### src/rtl/dmem_port_arbiter_pkg.sv
// Shared encodings and defaults for the BRAM port B arbiter.
package dmem_port_arbiter_pkg;

  typedef enum logic {
    PH_BOOT = 1'b0,
    PH_RUN  = 1'b1
  } phase_e;

  typedef enum logic {
    OWN_CPU = 1'b0,
    OWN_DBG = 1'b1
  } owner_e;

  localparam int STARVE_LIMIT_DEF = 4;
  localparam int STARVE_W         = 4;

endpackage

### src/rtl/dmem_port_arbiter_if.sv
// Bus bundle between MEM stage, loader, BRAM port B and the arbiter.
interface dmem_port_if;
  logic        cpu_req;
  logic [3:0]  cpu_we;
  logic [31:0] cpu_addr;
  logic [31:0] cpu_wdata;
  logic        cpu_gnt;
  logic        cpu_stall;
  logic        cpu_hold;
  logic        cpu_rvalid;
  logic [31:0] cpu_rdata;

  logic        dbg_req;
  logic [3:0]  dbg_we;
  logic [31:0] dbg_addr;
  logic [31:0] dbg_wdata;
  logic        dbg_done;
  logic        dbg_gnt;
  logic        dbg_rvalid;
  logic [31:0] dbg_rdata;

  logic [3:0]  web;
  logic [31:0] addrb;
  logic [31:0] dib;
  logic [31:0] dob;

  modport slave (
    input  cpu_req, cpu_we, cpu_addr, cpu_wdata,
    output cpu_gnt, cpu_stall, cpu_hold, cpu_rvalid, cpu_rdata,
    input  dbg_req, dbg_we, dbg_addr, dbg_wdata, dbg_done,
    output dbg_gnt, dbg_rvalid, dbg_rdata,
    output web, addrb, dib,
    input  dob
  );

  modport master (
    output cpu_req, cpu_we, cpu_addr, cpu_wdata,
    input  cpu_gnt, cpu_stall, cpu_hold, cpu_rvalid, cpu_rdata,
    output dbg_req, dbg_we, dbg_addr, dbg_wdata, dbg_done,
    input  dbg_gnt, dbg_rvalid, dbg_rdata,
    input  web, addrb, dib,
    output dob
  );
endinterface

### src/rtl/dmem_port_arbiter_rr_starve_ctr.sv
// Saturating count of CPU wins over a waiting loader; flags when the loader
// must be given the next slot.
module rr_starve_ctr
  import dmem_port_arbiter_pkg::*;
#(
  parameter int LIMIT = STARVE_LIMIT_DEF
) (
  input  logic clk,
  input  logic rst_n,
  input  logic run,
  input  logic dbg_req,
  input  logic dbg_gnt,
  input  logic cpu_gnt,
  output logic force_dbg
);

  localparam logic [STARVE_W-1:0] LIM = STARVE_W'(LIMIT);

  logic [STARVE_W-1:0] starve_cnt;

  always_ff @(posedge clk or negedge rst_n) begin
    if (!rst_n) begin
      starve_cnt <= '0;
    end else if (!run || dbg_gnt || !dbg_req) begin
      starve_cnt <= '0;
    end else if (cpu_gnt && starve_cnt != LIM) begin
      starve_cnt <= starve_cnt + 1'b1;
    end
  end

  assign force_dbg = run && (starve_cnt == LIM);

endmodule

### src/rtl/dmem_port_arbiter.sv
// BRAM port B arbiter: loader-only BOOT phase, then CPU-priority RUN phase
// with a starvation guarantee for the loader.
//
// state   | meaning
// PH_BOOT | core held, only the loader reaches memory
// PH_RUN  | CPU has priority, loader forced in after STARVE_LIMIT CPU wins
module dmem_port_arbiter
  import dmem_port_arbiter_pkg::*;
#(
  parameter int STARVE_LIMIT  = STARVE_LIMIT_DEF,
  parameter bit BOOT_ON_RESET = 1'b1
) (
  input  logic        clk,
  input  logic        rst_n,
  dmem_port_if.slave  bus
);

  localparam phase_e RESET_PHASE = BOOT_ON_RESET ? PH_BOOT : PH_RUN;

  phase_e      phase;
  owner_e      rd_owner;
  logic        rd_pend;
  logic        cpu_hold_q;
  logic        in_boot;
  logic        force_dbg;
  logic        cpu_gnt;
  logic        dbg_gnt;
  logic        rd_start;
  logic        cpu_rvalid;
  logic        dbg_rvalid;
  logic [31:0] addr_q;
  logic [31:0] wdata_q;
  logic [31:0] cpu_rdata_q;
  logic [31:0] dbg_rdata_q;

  always_ff @(posedge clk or negedge rst_n) begin
    if (!rst_n) begin
      phase      <= RESET_PHASE;
      cpu_hold_q <= BOOT_ON_RESET;
    end else begin
      case (phase)
        PH_BOOT: begin
          if (bus.dbg_done) begin
            phase      <= PH_RUN;
            cpu_hold_q <= 1'b0;
          end
        end
        PH_RUN: begin
          cpu_hold_q <= 1'b0;
        end
        default: begin
          phase      <= RESET_PHASE;
          cpu_hold_q <= BOOT_ON_RESET;
        end
      endcase
    end
  end

  assign in_boot = (phase == PH_BOOT);

  rr_starve_ctr #(
    .LIMIT (STARVE_LIMIT)
  ) u_starve (
    .clk       (clk),
    .rst_n     (rst_n),
    .run       (!in_boot),
    .dbg_req   (bus.dbg_req),
    .dbg_gnt   (dbg_gnt),
    .cpu_gnt   (cpu_gnt),
    .force_dbg (force_dbg)
  );

  always_comb begin
    cpu_gnt = 1'b0;
    dbg_gnt = 1'b0;
    if (in_boot) begin
      dbg_gnt = bus.dbg_req;
    end else if (bus.cpu_req && bus.dbg_req) begin
      dbg_gnt = force_dbg;
      cpu_gnt = !force_dbg;
    end else begin
      cpu_gnt = bus.cpu_req;
      dbg_gnt = bus.dbg_req;
    end
  end

  assign bus.cpu_gnt   = cpu_gnt;
  assign bus.dbg_gnt   = dbg_gnt;
  assign bus.cpu_stall = (bus.cpu_req && !cpu_gnt) || in_boot;
  assign bus.cpu_hold  = cpu_hold_q;

  // Idle cycles keep address/data stable so the BRAM pins do not toggle.
  assign bus.web   = cpu_gnt ? bus.cpu_we    : (dbg_gnt ? bus.dbg_we    : 4'h0);
  assign bus.addrb = cpu_gnt ? bus.cpu_addr  : (dbg_gnt ? bus.dbg_addr  : addr_q);
  assign bus.dib   = cpu_gnt ? bus.cpu_wdata : (dbg_gnt ? bus.dbg_wdata : wdata_q);

  always_ff @(posedge clk or negedge rst_n) begin
    if (!rst_n) begin
      addr_q  <= '0;
      wdata_q <= '0;
    end else if (cpu_gnt || dbg_gnt) begin
      addr_q  <= bus.addrb;
      wdata_q <= bus.dib;
    end
  end

  assign rd_start = (cpu_gnt && bus.cpu_we == 4'h0) ||
                    (dbg_gnt && bus.dbg_we == 4'h0);

  always_ff @(posedge clk or negedge rst_n) begin
    if (!rst_n) begin
      rd_pend  <= 1'b0;
      rd_owner <= OWN_CPU;
    end else begin
      rd_pend <= rd_start;
      if (rd_start) begin
        rd_owner <= cpu_gnt ? OWN_CPU : OWN_DBG;
      end
    end
  end

  assign cpu_rvalid = rd_pend && (rd_owner == OWN_CPU);
  assign dbg_rvalid = rd_pend && (rd_owner == OWN_DBG);

  always_ff @(posedge clk or negedge rst_n) begin
    if (!rst_n) begin
      cpu_rdata_q <= '0;
      dbg_rdata_q <= '0;
    end else begin
      if (cpu_rvalid) cpu_rdata_q <= bus.dob;
      if (dbg_rvalid) dbg_rdata_q <= bus.dob;
    end
  end

  assign bus.cpu_rvalid = cpu_rvalid;
  assign bus.dbg_rvalid = dbg_rvalid;
  assign bus.cpu_rdata  = cpu_rvalid ? bus.dob : cpu_rdata_q;
  assign bus.dbg_rdata  = dbg_rvalid ? bus.dob : dbg_rdata_q;

endmodule
### src/flat_wrapper.sv
// flat-port wrapper written by rule: the top's interface ports become plain ports
module dmem_port_arbiter_flat import dmem_port_arbiter_pkg::*;
#(
  parameter int STARVE_LIMIT  = STARVE_LIMIT_DEF,
  parameter bit BOOT_ON_RESET = 1'b1
)
  (clk, rst_n, bus_cpu_req, bus_cpu_we, bus_cpu_addr, bus_cpu_wdata, bus_cpu_gnt, bus_cpu_stall, bus_cpu_hold, bus_cpu_rvalid, bus_cpu_rdata, bus_dbg_req, bus_dbg_we, bus_dbg_addr, bus_dbg_wdata, bus_dbg_done, bus_dbg_gnt, bus_dbg_rvalid, bus_dbg_rdata, bus_web, bus_addrb, bus_dib, bus_dob);
  dmem_port_if bus_i ();
  input  logic clk;
  input  logic rst_n;
  input wire logic [$bits(bus_i.cpu_req)-1:0] bus_cpu_req;
  input wire logic [$bits(bus_i.cpu_we)-1:0] bus_cpu_we;
  input wire logic [$bits(bus_i.cpu_addr)-1:0] bus_cpu_addr;
  input wire logic [$bits(bus_i.cpu_wdata)-1:0] bus_cpu_wdata;
  output wire logic [$bits(bus_i.cpu_gnt)-1:0] bus_cpu_gnt;
  output wire logic [$bits(bus_i.cpu_stall)-1:0] bus_cpu_stall;
  output wire logic [$bits(bus_i.cpu_hold)-1:0] bus_cpu_hold;
  output wire logic [$bits(bus_i.cpu_rvalid)-1:0] bus_cpu_rvalid;
  output wire logic [$bits(bus_i.cpu_rdata)-1:0] bus_cpu_rdata;
  input wire logic [$bits(bus_i.dbg_req)-1:0] bus_dbg_req;
  input wire logic [$bits(bus_i.dbg_we)-1:0] bus_dbg_we;
  input wire logic [$bits(bus_i.dbg_addr)-1:0] bus_dbg_addr;
  input wire logic [$bits(bus_i.dbg_wdata)-1:0] bus_dbg_wdata;
  input wire logic [$bits(bus_i.dbg_done)-1:0] bus_dbg_done;
  output wire logic [$bits(bus_i.dbg_gnt)-1:0] bus_dbg_gnt;
  output wire logic [$bits(bus_i.dbg_rvalid)-1:0] bus_dbg_rvalid;
  output wire logic [$bits(bus_i.dbg_rdata)-1:0] bus_dbg_rdata;
  output wire logic [$bits(bus_i.web)-1:0] bus_web;
  output wire logic [$bits(bus_i.addrb)-1:0] bus_addrb;
  output wire logic [$bits(bus_i.dib)-1:0] bus_dib;
  input wire logic [$bits(bus_i.dob)-1:0] bus_dob;
  assign bus_i.cpu_req = bus_cpu_req;
  assign bus_i.cpu_we = bus_cpu_we;
  assign bus_i.cpu_addr = bus_cpu_addr;
  assign bus_i.cpu_wdata = bus_cpu_wdata;
  assign bus_cpu_gnt = bus_i.cpu_gnt;
  assign bus_cpu_stall = bus_i.cpu_stall;
  assign bus_cpu_hold = bus_i.cpu_hold;
  assign bus_cpu_rvalid = bus_i.cpu_rvalid;
  assign bus_cpu_rdata = bus_i.cpu_rdata;
  assign bus_i.dbg_req = bus_dbg_req;
  assign bus_i.dbg_we = bus_dbg_we;
  assign bus_i.dbg_addr = bus_dbg_addr;
  assign bus_i.dbg_wdata = bus_dbg_wdata;
  assign bus_i.dbg_done = bus_dbg_done;
  assign bus_dbg_gnt = bus_i.dbg_gnt;
  assign bus_dbg_rvalid = bus_i.dbg_rvalid;
  assign bus_dbg_rdata = bus_i.dbg_rdata;
  assign bus_web = bus_i.web;
  assign bus_addrb = bus_i.addrb;
  assign bus_dib = bus_i.dib;
  assign bus_i.dob = bus_dob;
  dmem_port_arbiter #(.STARVE_LIMIT(STARVE_LIMIT), .BOOT_ON_RESET(BOOT_ON_RESET)) u_core (.clk(clk), .rst_n(rst_n), .bus(bus_i));
endmodule
### config.mk
export PLATFORM = sky130hd
export DESIGN_NAME = dmem_port_arbiter_flat
export DESIGN_NICKNAME = d
export VERILOG_FILES = /design/src/rtl/dmem_port_arbiter_pkg.sv /design/src/rtl/dmem_port_arbiter_if.sv /design/src/rtl/dmem_port_arbiter_rr_starve_ctr.sv /design/src/rtl/dmem_port_arbiter.sv /design/src/flat_wrapper.sv
export SDC_FILE = /design/constraint.sdc
export NUM_CORES = 1
export LEC_CHECK = 0
export BUFFER_PORTS_ARGS = -buffer_cell sky130_fd_sc_hd__buf_4
export CAP_MARGIN = 10
export CORE_AREA = 2 2 120 122
export CTS_CLUSTER_DIAMETER = 50
export DETAILED_ROUTE_END_ITERATION = 8
export DIE_AREA = 0 0 122 124
export PLACE_DENSITY_LB_ADDON = 0.15
export SETUP_SLACK_MARGIN = 0.1
export SKIP_LAST_GASP = 1
export SYNTH_ARGS = -nofsm -noshare
export SYNTH_HDL_FRONTEND = slang
export SYNTH_HIERARCHICAL = 1
export SYNTH_SLANG_ARGS = --single-unit
export TNS_END_PERCENT = 50
### constraint.sdc
create_clock -name clk -period 2.9 [get_ports clk]
set_input_delay 0.435 -clock clk [delete_from_list [all_inputs] [get_ports clk]]
set_output_delay 0.435 -clock clk [all_outputs]
set_load 0.005 [all_outputs]
# Word-level counts from Yosys, hierarchy flattened
# Index checks and enable logic that the tools add are counted.
classes:
  add_sub_neg: 1
  n_eq_ne: 3
  muxes: 19
  bitwise_logic: 2
  reduce_logical: 20
op_table:
  columns: ["cell", "count"]
  rows:
  - ["$mux 32", 6]
  - ["$mux 4", 4]
  - ["$logic_and 1x1->1", 8]
  - ["$logic_not 4->1", 2]
  - ["$mux 1", 8]
  - ["$logic_or 1x1->1", 5]
  - ["$add 4x1->4 const B", 1]
  - ["$eq 4x3->1 const B", 1]
  - ["$logic_not 1->1", 4]
  - ["$ne 4x3->1 const B", 1]
  - ["$ne 2x2->1 const B", 1]
  - ["$not 1->1", 2]
  - ["$pmux 1 s2", 1]
  - ["$reduce_bool 2->1", 1]
totals:
  regBits: 136
  inputBits: 173
  wordCells: 54

# Depth between registers and ports, before layout
depth:
  ltp_word: 8
  ltp_mapped: 13

# Modules after synthesis
# Netlist, hierarchy kept.
by_module_without_submodules:
  columns: ["mod", "instances", "cells_each", "area_per_inst_um2"]
  rows:
  - ["dmem_port_arbiter", 1, 527, 6032.0]
  - ["rr_starve_ctr", 1, 28, 241.5]

# Worst setup path before layout
# No wires, ideal clock.
synth_path:
  path_kind: "register to register"
  startpoint: "reg u_core.u_starve.starve_cnt[0]"
  endpoint: "reg u_core.u_starve.starve_cnt[3]"
  setup_ns: 0.078
  t_arrival_ns: 2.494
  path_slack_ns: 0.328
  stages_incl_launch_ff: 14
  path_buffers: 3
  synth_period_minus_slack_ns: 2.572
  cell_sequence: "dfrtp_1 inv_1 ha_1 and3b_1 and2_1 and2_4 or2_1 buf_2 buf_6 buf_6 inv_1 nand4_1 or3_1 a21oi_1"
synth_between:
  elab_chain_cells: 7
  elab_cells_between_ends: 15
  classes_between: "add/sub: 1; eq/ne: 2; mux: 6; reduce/logical: 6"
synth_rtl:
  columns: ["element", "line_no", "source"]
  rows:
  - ["from (decl)", "dmem_port_arbiter_rr_starve_ctr.sv:19", "logic [STARVE_W-1:0] starve_cnt;"]
  - ["from (signal assigned)", "dmem_port_arbiter_rr_starve_ctr.sv:27", "starve_cnt <= starve_cnt + 1'b1;"]
  - ["$eq 4x3->1", "dmem_port_arbiter_rr_starve_ctr.sv:31", "assign force_dbg = run && (starve_cnt == LIM);"]
  - ["$logic_and 1x1->1", "dmem_port_arbiter_rr_starve_ctr.sv:31", null]
  - ["named net u_core.force_dbg", "dmem_port_arbiter.sv:25", "logic force_dbg;"]
  - ["$logic_not 1->1", "dmem_port_arbiter.sv:80", "cpu_gnt = !force_dbg;"]
  - ["$mux 1", "dmem_port_arbiter.sv:78", "end else if (bus.cpu_req && bus.dbg_req) begin"]
  - ["$mux 1", "dmem_port_arbiter.sv:76", "if (in_boot) begin"]
  - ["named net bus_cpu_gnt", "flat_wrapper.sv:15", "output wire logic [$bits(bus_i.cpu_gnt)-1:0] bus_cpu_gnt;"]
  - ["$logic_and 1x1->1", "dmem_port_arbiter_rr_starve_ctr.sv:26", "end else if (cpu_gnt && starve_cnt != LIM) begin"]
  - ["$reduce_bool 2->1 (no line)", null, null]
# The timed path passes the listed nets, and every way through them passes these cells. The select of a mux whose other input is x is not followed.
# A chain may end at the register's enable or synchronous reset.

# Worst setup path after layout
layout_path:
  startpoint: "reg u_core.u_starve.starve_cnt[0]"
  endpoint: "out bus_dib[4]"
layout_between:
  elab_chain_cells: 6
  elab_cells_between_ends: 9
  classes_between: "eq/ne: 1; mux: 6; reduce/logical: 2"
layout_rtl:
  columns: ["element", "line_no", "source"]
  rows:
  - ["$eq 4x3->1 (*)", "dmem_port_arbiter_rr_starve_ctr.sv:31", null]
  - ["$logic_and 1x1->1 (*)", "dmem_port_arbiter_rr_starve_ctr.sv:31", null]
  - ["named net u_core.force_dbg", "dmem_port_arbiter.sv:25", null]
  - ["$mux 1 or $logic_not 1->1 (tied branches)", "dmem_port_arbiter.sv:78, dmem_port_arbiter.sv:80", null]
  - ["$mux 1 (on tied branches)", "dmem_port_arbiter.sv:76, dmem_port_arbiter.sv:78", null]
  - ["$mux 32 or $mux 1 (tied branches)", "dmem_port_arbiter.sv:95, dmem_port_arbiter.sv:76", null]
  - ["$mux 32 (*)", "dmem_port_arbiter.sv:95", "assign bus.dib = cpu_gnt ? bus.cpu_wdata : (dbg_gnt ? bus.dbg_wdata : wdata_q);"]
  - ["to (decl)", "flat_wrapper.sv:30", "output wire logic [$bits(bus_i.dib)-1:0] bus_dib;"]
# The timed path passes the listed nets; every way through them passes the cells marked *.

==> flow_summary_export.csv <==
group,metric,value,unit
status,status,"finished, violations left",
status,violations,"negative setup slack",
worst_setup_path,end_kind,"output port",
floorplan,die_y,124,µm
global_route,antenna_found_initial,0,
min_path,min_from,"bus_dbg_done",
global_route,grt_max_degree,72,
clock_tree,cts_inserted_buffers,17,
worst_setup_path,cp.required,2.47,ns
timing,setup_violations,4,
clock_tree,clk_latency,0.42,ns
synth,synthTopCellsByArea,"dfrtp_1 (54%), mux2_2 (11%), a21oi_1 (11%), mux2i_1 (10%), nor3_1 (5.2%)",
worst_setup_path,slowest_delay,0.40,ns
floorplan,initial_core_util,0.457,
global_route,grt_first_pass_wirelength,30.9,mm
synth,syn_nets,730,
synth,mappedNetlistArea,0.00627,mm²
synth,ys_warn_count,6,
clock_tree,cts_max_path_buffers,2,
power,power.leakage,4.78,nW
worst_setup_path,path_cells,"inv_2, ha_4, and3b_2, and2_4, and2_4, or2_4, clkbuf_16, a21oi_2, buf_4",
layout,antenna_cells,0,
timing,tightest_slew,0.447,ns
worst_setup_path,crit_path_frequent_cell,"and2_4",
route,ant_nets,0,
timing,min_period_over_period,1.00,
synth,ys_ff_latch,136,
clock_tree,htree_levels,4,
floorplan,rows,43,
timing,fin_crit,2.90,ns
synth,synth_ff_type,"dfrtp_1",
synth,synth.distinct_cells,30,
route,drtIter0Drc,283,
global_route,grt_pass1_vias,5875,
global_route,grt_use_total,0.270,
timing,clock_skew,0.00746,ns
worst_setup_path,rr_startpoint,"u_core/u_starve/starve_cnt[0]$_DFFE_PN0P_",
clock_tree,cts_sinks,136,
floorplan,io-pin-count,311,
route,vias,5869,
worst_setup_path,cp_top_family,"simple AND/OR/NAND/NOR gates",
layout,fin_area,0.0101,mm²
worst_setup_path,path_buf_inv,3,
global_route,grt_overflow,0,
synth,yosysTopAreaCell,"dfrtp_1",
worst_setup_path,cp_max_fo,10,
layout,syn2layout_area_growth,60.7,%
timing,holdWs,0.238,ns
power,vdd_drop_max,0.000383,V
synth,synth_top_area_frac,0.538,
layout,fin_util,0.735,
job,cap_violations,0,
timing,rsz0062_at_grt,"true",
worst_setup_path,cp-startpoint,"u_core/u_starve/starve_cnt[0]$_DFFE_PN0P_",
layout,layout-drive-gt1-share,0.571,
place,portBuffers,310,
layout,nFillCells,972,
worst_setup_path,critPathKind,"flip-flop to output port",
worst_setup_path,critical_path.slowest_cell,"dfrtp_1",
route,drt-wirelength-per-cell,20.0,µm
clock_tree,cts_tree,"yes",
route,drt-total-wl,21.4,mm
timing,slew_violations,0,
place,dp_hpwl,13.6,mm
synth,synth_edf_count,0,
route,routed_via_density,5.49,
timing,relSlewSlack,0.702,
synth,synth.most_common_cell,"dfrtp_1",
floorplan,core-area,0.0137,mm²
timing,hold_viol_final,0,
min_path,hold_class,"primary input to flip-flop",
route,firstDrtPassIters,5,
synth,ys_seq_area_frac,0.543,
power,p_per_area,630,mW/mm²
synth,synthCells,555,
worst_setup_path,cp-start-kind,"flip-flop",
worst_setup_path,cp.arrival,2.47,ns
route,route.detailed.drc,0,
timing,worst_slack,-0.00496,ns
synth,async_flop_share,1.00,
synth,synth_commonest_cells,"dfrtp_1 (135), a21oi_1 (133), nor3_1 (65), mux2_2 (64), mux2i_1 (64)",
timing,fmaxAchievable,344,MHz
place,placed_area,0.00874,mm²
layout,nets,1054,
floorplan,fp.dieW,122,µm
floorplan,design.die.area,0.0151,mm²
clock_tree,clkSlewWorstSetupHoldPaths,0.05,ns
clock_tree,clockRootBuffer,"clkbuf_16",
synth,avgSynthCellArea,11.3,µm²
place,place.gp.congestion,0.879,
-- worst paths after layout --
check,slack (ns),depth (start not counted),end
setup / recovery,-0.005,9,bus_dib[4]
hold / removal,0.24,2,u_core/phase$_DFF_PN0_
setup reg to reg,0.30,11,u_core/u_starve/starve_cnt[3]$_DFFE_PN0P_
hold reg to reg,0.46,2,u_core/bus.cpu_hold$_DFFE_PN1P_
max in group asynchronous,1.61,3,u_core/dbg_rdata_q[10]$_DFF_PN0_
min in group asynchronous,0.50,2,u_core/dbg_rdata_q[9]$_DFF_PN0_
-- metrics by stage --
stage	cells	total power [mW]	TNS (ns)	worst slack, ns
2_1_floorplan	555	3.00	0	0.328
3_3_place_gp	1011	3.90	0	0.117
3_5_place_dp	1011	3.97	-0.0667	-0.0383
4_1_cts	1060	6.35	0	0.0597
5_1_grt	1070	6.64	-2.63	-0.0780
6_report	1070	6.35	-0.0131	-0.00496
-- power breakdown --
part	internal (mW)	switching, mW	leakage [nW]
combinational	0.982	0.730	2.89
sequential	2.25	0.0958	1.58
clock	1.52	0.774	0.312
total	4.75	1.60	4.78
-- kinds of logic after synthesis --
kind of cell,count (synthesis),synth area share
compound gates,147,0.120
fa+ha+maj,2,0.00399
buf+inv,55,0.0445
flops,136,0.543
mux,128,0.217
simple gates,87,0.0718
-- registers in the layout (all words and copies together) (netlist names) --
signal and count:
u_core/addr_q 32, u_core/bus.cpu_hold 1, u_core/rd_owner 1, u_core/cpu_rdata_q 32, u_core/rd_pend 1, u_core/phase 1, u_core/wdata_q 32, u_core/u_starve/starve_cnt 4
u_core/dbg_rdata_q 32
-- layout by cell type, fill, tap and decap left out, types with 4 or more instances in the layout --
cell       count
o211ai_1       5
nor3_2        19
or2_4          4
o21ai_1        4
dfrtp_1      135
buf_6          4
clkbuf_8       4
buf_16         4
bufinv_16      4
mux2_2        64
buf_12         6
buf_4        326
inv_1          8
a21oi_2       28
a21oi_1       99
nor3_1        44
nand2_1        5
clkbuf_16     19
mux2i_1       64
a21oi_4        6
-- routing by layer --
metal  GRT usage  share of wire  vias to the layer above
met3      0.0765          0.082                       27
met5           0              0                        -
met2       0.463           0.52                      270
met1       0.320           0.39                     2897
li1            -              -                     2675
met4       0.108          0.015                        0
-- layout make-up --
cell class	instances	area, µm²	area share
clock buffers	22	484	0.0480
clock inverters	8	144	0.0143
inverters	11	41.3	0.00409
multi-input cells	368	2940	0.291
flip-flops and latches	136	3400	0.338
well taps	180	225	0.0223
repair buffers	345	2850	0.282
-- timing repair --
action | CTS | global route
hold buffers | 1 | 0
hold endpoints to repair | 42 | 0
setup buffers | 10 | 7
gates cloned | 8 | 3
gates resized for setup | 45 | 43
pin swaps | 4 | 3
setup endpoints to repair | 70 | 70
(Power assumes the default switching activity.)
